==> src/rtl/dlx_mem_pkg.sv <==
// Shared definitions for the DLX data-memory responder: size encodings,
// FSM states and the big-endian byte-lane helpers.
package dlx_mem_pkg;

    localparam logic [1:0] SZ_WORD    = 2'b00;
    localparam logic [1:0] SZ_BYTE_S  = 2'b01;
    localparam logic [1:0] SZ_BYTE_U  = 2'b10;
    localparam logic [1:0] SZ_ILLEGAL = 2'b11;

    typedef enum logic [2:0] {
        S_IDLE  = 3'd0,
        S_ISSUE = 3'd1,
        S_WAIT  = 3'd2,
        S_MERGE = 3'd3,
        S_RESP  = 3'd4
    } state_e;

    // Big-endian lane: byte offset 0 lives in bits [31:24], offset 3 in [7:0].
    // The LSB position of the lane is therefore (3 - off) * 8.
    function automatic logic [4:0] lane_lsb(input logic [1:0] byte_off);
        return {~byte_off, 3'b000};
    endfunction

    // Requests rejected without touching the SRAM.
    function automatic logic req_is_err(input logic [1:0] size, input logic [1:0] byte_off);
        return (size == SZ_ILLEGAL) || ((size == SZ_WORD) && (byte_off != 2'b00));
    endfunction

endpackage

==> src/rtl/dmem_lane.sv <==
// Byte-lane datapath: extracts/extends a load result and builds the
// read-modify-write word for byte stores from the same lane select.
module dmem_lane
    import dlx_mem_pkg::*;
(
    input  logic [1:0]  byte_off,
    input  logic [1:0]  size,
    input  logic [31:0] word,
    input  logic [7:0]  st_byte,
    output logic [31:0] ld_val,
    output logic [31:0] st_word
);

    logic [4:0]  lsb;
    logic [7:0]  lane;
    logic [31:0] lane_mask;

    // Lane extraction with sign/zero extension, and lane replacement for stores.
    always_comb begin
        lsb       = lane_lsb(byte_off);
        lane      = word[lsb +: 8];
        lane_mask = 32'h0000_00FF << lsb;
        unique case (size)
            SZ_WORD:   ld_val = word;
            SZ_BYTE_S: ld_val = {{24{lane[7]}}, lane};
            SZ_BYTE_U: ld_val = {24'h0, lane};
            default:   ld_val = 32'h0;
        endcase
        st_word = (word & ~lane_mask) | ({24'h0, st_byte} << lsb);
    end

endmodule

==> src/rtl/dmem_responder.sv <==
// MEM-stage data responder: one request at a time, drives a word-wide
// synchronous SRAM with fixed read latency, byte stores via read-modify-write.
module dmem_responder
    import dlx_mem_pkg::*;
#(
    parameter int AW       = 10,
    parameter int READ_LAT = 1
) (
    input  logic          clk,
    input  logic          rst_n,
    input  logic          req_valid,
    output logic          req_ready,
    input  logic          req_we,
    input  logic [1:0]    req_size,
    input  logic [31:0]   req_addr,
    input  logic [31:0]   req_wdata,
    output logic          resp_valid,
    input  logic          resp_ready,
    output logic [31:0]   resp_rdata,
    output logic          resp_err,
    output logic          busy,
    output logic          mem_en,
    output logic          mem_we,
    output logic [AW-1:0] mem_addr,
    output logic [31:0]   mem_wdata,
    input  logic [31:0]   mem_rdata
);

    localparam logic [2:0] LAT = 3'(READ_LAT);

    state_e        state_q, state_d;
    logic [2:0]    cnt_q, cnt_d;
    logic          we_q, we_d;
    logic [1:0]    size_q, size_d;
    logic [1:0]    off_q, off_d;
    logic [7:0]    byte_q, byte_d;
    logic          mem_en_q, mem_en_d;
    logic          mem_we_q, mem_we_d;
    logic [AW-1:0] mem_addr_q, mem_addr_d;
    logic [31:0]   mem_wdata_q, mem_wdata_d;
    logic [31:0]   resp_rdata_q, resp_rdata_d;
    logic          resp_err_q, resp_err_d;

    logic [31:0]   ld_val;
    logic [31:0]   st_word;

    // Address bits above the SRAM range alias; they are intentionally dropped.
    logic unused_addr_hi;
    assign unused_addr_hi = ^req_addr[31:AW+2];

    // Lane unit works on the live SRAM read word so the load result and the
    // merged store word are both ready on the sampling edge.
    dmem_lane u_lane (
        .byte_off (off_q),
        .size     (size_q),
        .word     (mem_rdata),
        .st_byte  (byte_q),
        .ld_val   (ld_val),
        .st_word  (st_word)
    );

    // Next-state and registered-output computation for the request FSM.
    always_comb begin
        state_d      = state_q;
        cnt_d        = cnt_q;
        we_d         = we_q;
        size_d       = size_q;
        off_d        = off_q;
        byte_d       = byte_q;
        mem_en_d     = 1'b0;
        mem_we_d     = 1'b0;
        mem_addr_d   = mem_addr_q;
        mem_wdata_d  = mem_wdata_q;
        resp_rdata_d = resp_rdata_q;
        resp_err_d   = resp_err_q;

        unique case (state_q)
            S_IDLE: begin
                if (req_valid) begin
                    we_d         = req_we;
                    size_d       = req_size;
                    off_d        = req_addr[1:0];
                    byte_d       = req_wdata[7:0];
                    resp_rdata_d = 32'h0;
                    resp_err_d   = 1'b0;
                    if (req_is_err(req_size, req_addr[1:0])) begin
                        resp_err_d = 1'b1;
                        state_d    = S_RESP;
                    end else begin
                        // Strobes are registered, so they are set up here to be
                        // live during the ISSUE cycle.
                        state_d    = S_ISSUE;
                        mem_en_d   = 1'b1;
                        mem_we_d   = req_we && (req_size == SZ_WORD);
                        mem_addr_d = req_addr[AW+1:2];
                        if (req_we && (req_size == SZ_WORD)) begin
                            mem_wdata_d = req_wdata;
                        end
                    end
                end
            end
            S_ISSUE: begin
                if (we_q && (size_q == SZ_WORD)) begin
                    state_d = S_RESP;
                end else begin
                    cnt_d   = LAT;
                    state_d = S_WAIT;
                end
            end
            S_WAIT: begin
                cnt_d = cnt_q - 3'd1;
                if (cnt_q == 3'd1) begin
                    if (we_q) begin
                        state_d     = S_MERGE;
                        mem_en_d    = 1'b1;
                        mem_we_d    = 1'b1;
                        mem_wdata_d = st_word;
                    end else begin
                        state_d      = S_RESP;
                        resp_rdata_d = ld_val;
                    end
                end
            end
            S_MERGE: begin
                state_d = S_RESP;
            end
            S_RESP: begin
                if (resp_ready) begin
                    state_d = S_IDLE;
                end
            end
            default: begin
                state_d = S_IDLE;
            end
        endcase
    end

    // State and output registers; reset abandons any in-flight access.
    always_ff @(posedge clk or negedge rst_n) begin
        if (!rst_n) begin
            state_q      <= S_IDLE;
            cnt_q        <= 3'd0;
            we_q         <= 1'b0;
            size_q       <= SZ_WORD;
            off_q        <= 2'b00;
            byte_q       <= 8'h0;
            mem_en_q     <= 1'b0;
            mem_we_q     <= 1'b0;
            mem_addr_q   <= '0;
            mem_wdata_q  <= 32'h0;
            resp_rdata_q <= 32'h0;
            resp_err_q   <= 1'b0;
        end else begin
            state_q      <= state_d;
            cnt_q        <= cnt_d;
            we_q         <= we_d;
            size_q       <= size_d;
            off_q        <= off_d;
            byte_q       <= byte_d;
            mem_en_q     <= mem_en_d;
            mem_we_q     <= mem_we_d;
            mem_addr_q   <= mem_addr_d;
            mem_wdata_q  <= mem_wdata_d;
            resp_rdata_q <= resp_rdata_d;
            resp_err_q   <= resp_err_d;
        end
    end

    assign req_ready  = (state_q == S_IDLE);
    assign busy       = (state_q != S_IDLE);
    assign resp_valid = (state_q == S_RESP);
    assign resp_rdata = resp_rdata_q;
    assign resp_err   = resp_err_q;
    assign mem_en     = mem_en_q;
    assign mem_we     = mem_we_q;
    assign mem_addr   = mem_addr_q;
    assign mem_wdata  = mem_wdata_q;

endmodule

==> config.mk <==
export PLATFORM = sky130hd
export DESIGN_NAME = dmem_responder
export DESIGN_NICKNAME = d
export VERILOG_FILES = /design/src/rtl/dlx_mem_pkg.sv /design/src/rtl/dmem_lane.sv /design/src/rtl/dmem_responder.sv
export SDC_FILE = /design/constraint.sdc
export NUM_CORES = 1
export LEC_CHECK = 0
export ABC_AREA = 0
export CAP_MARGIN = 20
export CELL_PAD_IN_SITES_DETAIL_PLACEMENT = 1
export CELL_PAD_IN_SITES_GLOBAL_PLACEMENT = 2
export CORE_MARGIN = 5
export CORE_UTILIZATION = 36
export DETAILED_ROUTE_END_ITERATION = 6
export DONT_BUFFER_PORTS = 1
export GPL_ROUTABILITY_DRIVEN = 0
export PLACE_DENSITY_LB_ADDON = 0.1
export SLEW_MARGIN = 20
export SYNTH_ARGS = -nofsm -noshare
export SYNTH_HDL_FRONTEND = slang
export SYNTH_SLANG_ARGS = --single-unit
==> constraint.sdc <==
create_clock -name clk -period 2.7 [get_ports clk]
set_input_delay 0.54 -clock clk [delete_from_list [all_inputs] [get_ports clk]]
set_output_delay 0.54 -clock clk [all_outputs]
set_load 0.01 [all_outputs]
==> reports/results.tsv <==
stage	metric	value	unit
grt	total track usage	19.6	%
sta	setup TNS	0	ps
cts	TritonCTS Buffers	9	
detailed_routing	Vias/cell	5.44	
yosys	synthesized area per cell	10.3	um^2
power_and_ir_drop	Clk pwr share	21.1	%
finish	share of cells above drive strength 1	18.8	%
place	I/O Buffers	0	
detailed_routing	Final ANT Viol Nets	0	
outcome	violated checks	hold timing	
cts	Post-CTS Setup Bufs	0	
finish	area delta synth->final	9.39	%
cts	clk buf depth	2	
sta	Setup Skew	5.10	ps
floorplanning	Cell Rows	42	
cts	Root Driver	clkbuf_16	
yosys	syn nets	574	
cts	H-tree levels	3	
critical_path	crit path DAT	2480	ps
flow_run	max-cap viol count	0	
sta	fin crit share	81.4	%
yosys	ys async rst share	100	%
finish	Inserted Diodes	0	
yosys	Netlist cell types	46	
floorplanning	Starting Density	36.6	%
yosys	sequential area share after synthesis	49.8	%
sta	Slew @ Worst Pin	887	ps
grt	initial antenna violation count	0	
critical_path	Crit Path Class	register to register	
detailed_routing	via count	3469	
detailed_routing	DRC violations left	0	
critical_path	crit-path cells	nor3b_2 -> buf_4 -> nand3_1 -> buf_4 -> nor2_1 -> a221o_1	
power_and_ir_drop	Switching Fraction	39.9	%
detailed_routing	total wire length	15100	um
yosys	Synth Cell Area	4820	um^2
finish	nets@finish	562	
sta	RSZ-0062 raised after global routing	false	
power_and_ir_drop	Switching Power	2.45	mW
grt	vias in the first global route	3798	
power_and_ir_drop	P per Cell Area	1160	nW/um^2
hold_path	hold crit path type	input pin to asynchronous set/reset pin	
critical_path	critical path's slowest cell	dfrtp_1	
critical_path	Worst path depth	6	
yosys	Synth Instances	469	
sta	minimum clock period	2200	ps
cts	post-cts repair resize count	0	
cts	clock transition at the registers of the reported paths	70	ps
sta	Final Hold Viols	96	
yosys	Synth Flop Type	dfrtp_1	
place	final HPWL from detailed placement	11500	um
power_and_ir_drop	maximum vdd drop	419	uV
detailed_routing	Initial DRC Count	201	
cts	clock sink count	96	
sta	worst relative slew slack	40.8	%
power_and_ir_drop	Seq pwr share	44.7	%
sta	FMAX	0.455	GHz
detailed_routing	TritonRoute pass-1 iters	4	
critical_path	worst path buffer plus inverter count	2	
floorplanning	full die area	15800	um^2
power_and_ir_drop	Comb pwr share	34.2	%
critical_path	startpoint type of the worst setup path	register	
sta	Finish-stage setup viols	0	
grt	largest net degree at the start of global routing	97	
finish	final core occ	40.0	%
critical_path	CP delay by family, top	simple AND/OR/NAND/NOR gates	
critical_path	CP required	2990	ps
floorplanning	die outline height	126	um
finish	filler cell count	1455	
critical_path	cell mode on critical path	buf_4	
critical_path	worst-case reg-to-reg path depth	6	
cts	clk_lat worst skew	350	ps
yosys	Syn. warnings	0	
sta	max-slew violations	0	
yosys	number of enable flip-flop cells after synthesis	0	
critical_path	CP max FO	17	
grt	first-pass GRT wire length	23700	um
critical_path	Crit path largest cell delay	600	ps
detailed_routing	Routed WL per cell	23.7	um
critical_path	Crit. End Element	register	
outcome	status	finished, violations left	
yosys	Synth Register Bits	96	
floorplanning	CORE AREA	13200	um^2
power_and_ir_drop	Cell Int Power	3.69	mW
floorplanning	io pins	183	
grt	remaining global-route overflow	0	
finish	Multi-input gate area	2250	um^2
finish	Sequential Area	2400	um^2
sta	worst hold slack	-118	ps
floorplanning	Die Wd	126	um
cts	CTS tree	done	
power_and_ir_drop	leakage	2.40	nW
-- power groups by stage --
stage	clock network (mW)	registers [mW]	logic [mW]
global route	1.41	2.83	2.37
global placement	0	2.78	2.07
floorplan	0	2.50	1.79
CTS	1.34	2.77	2.14
finish	1.30	2.74	2.10
detailed placement	0	2.79	2.12
-- worst paths after layout --
path	startpoint	to	slack, ps
hold / removal	rst_n	state_q[2]	-120
setup / recovery	state_q[1]	resp_rdata[7]	500
setup reg to reg	state_q[1]	resp_rdata[7]	500
max in group asynchronous	rst_n	mem_wdata[11]	2680
hold reg to reg	cnt_q[1]	cnt_q[1]	500
min in group clk	req_addr[6]	mem_addr[4]	340
-- cell usage in the layout, fill, tap and decap left out, drive strengths merged, types with 2 or more instances in the layout --
| master | instances |
|---|---|
| nand2 | 81 |
| or3b | 2 |
| a32o | 6 |
| nor3 | 3 |
| a21o | 8 |
| nand2b | 6 |
| clkinvlp | 2 |
| ha | 2 |
| buf | 10 |
| dfrtp | 96 |
| mux2i | 30 |
| nor2b | 5 |
| a21oi | 29 |
| a31oi | 8 |
| inv | 7 |
| clkbuf | 10 |
| o21ai | 56 |
| o2bb2ai | 2 |
| clkinv | 2 |
| nor2 | 18 |
| nand3 | 3 |
| mux2 | 55 |
-- worst register-to-register path, cell delays in order, from the launching register on --
cell and delay [ps]:
dfrtp_1 600, nor3b_2 280, buf_4 260, nand3_1 130, buf_4 200, nor2_1 450, a221o_1 220
-- logic make-up after synthesis --
| kind of cell | Yosys count | synth area share (%) |
|---|---|---|
| and+or+nand+nor | 124 | 11.3 |
| adders and majority gates | 2 | 0.519 |
| muxes | 86 | 19.5 |
| AOI/OAI and AO/OA | 121 | 15.0 |
| xor gates and xnor gates | 1 | 0.182 |
| buffers and inverters | 39 | 3.66 |
| DFF | 96 | 49.8 |
-- per-layer routing --
metal	track usage, %	part of all wire [%]	routed length (um)	vias up
li1	-	-	-	1635
met1	25.0	43	6500	1728
met2	31.2	47	7140	92
met3	7.79	8.5	1290	14
met4	5.05	1.2	177	0
met5	0	0	0	-
-- state kept, by name, indices dropped and copies added, names as in the netlist --
register	cells
byte_q	8
size_q	2
mem_en	1
mem_wdata	32
resp_rdata	32
mem_addr	10
mem_we	1
cnt_q	3
resp_err	1
we_q	1
state_q	3
off_q	2
-- cell type report --
class | count | share of cell area [%]
well taps | 176 | 4.17
inverters | 6 | 0.427
multi-input cells | 334 | 42.6
clock inverters | 6 | 1.28
clock buffers | 10 | 4.34
repair buffers | 10 | 1.66
flip-flops and latches | 96 | 45.5
-- Yosys cell counts, types with 4 or more instances --
cell      instances  share of area (%)
nor2_1           18                1.4
o21ai_0          52                5.4
a31oi_1           8                1.0
nand2_1          80                6.2
nor2b_1           5               0.65
buf_2             9               0.93
nand2b_1          6               0.78
o21ai_1           4               0.42
inv_1             6               0.47
mux2i_1          30                6.2
a21oi_1          29                3.0
a21o_1            8                1.2
clkbuf_1         18                1.4
dfrtp_1          96                 50
a32o_1            6                1.2
mux2_2           55                 13
-- metrics by stage --
step	setup slack [ps]	total power, mW	hold WS [ps]	std cells	area, um^2
2_1_floorplan	805	4.29	244	469	4820
3_3_place_gp	566	4.85	249	622	4980
5_1_grt	289	6.62	-141	638	5280
4_1_cts	475	6.24	-130	638	5280
3_5_place_dp	485	4.92	249	622	4980
6_report	503	6.14	-118	638	5280
No activity file was read; power rests on OpenSTA's default activity.
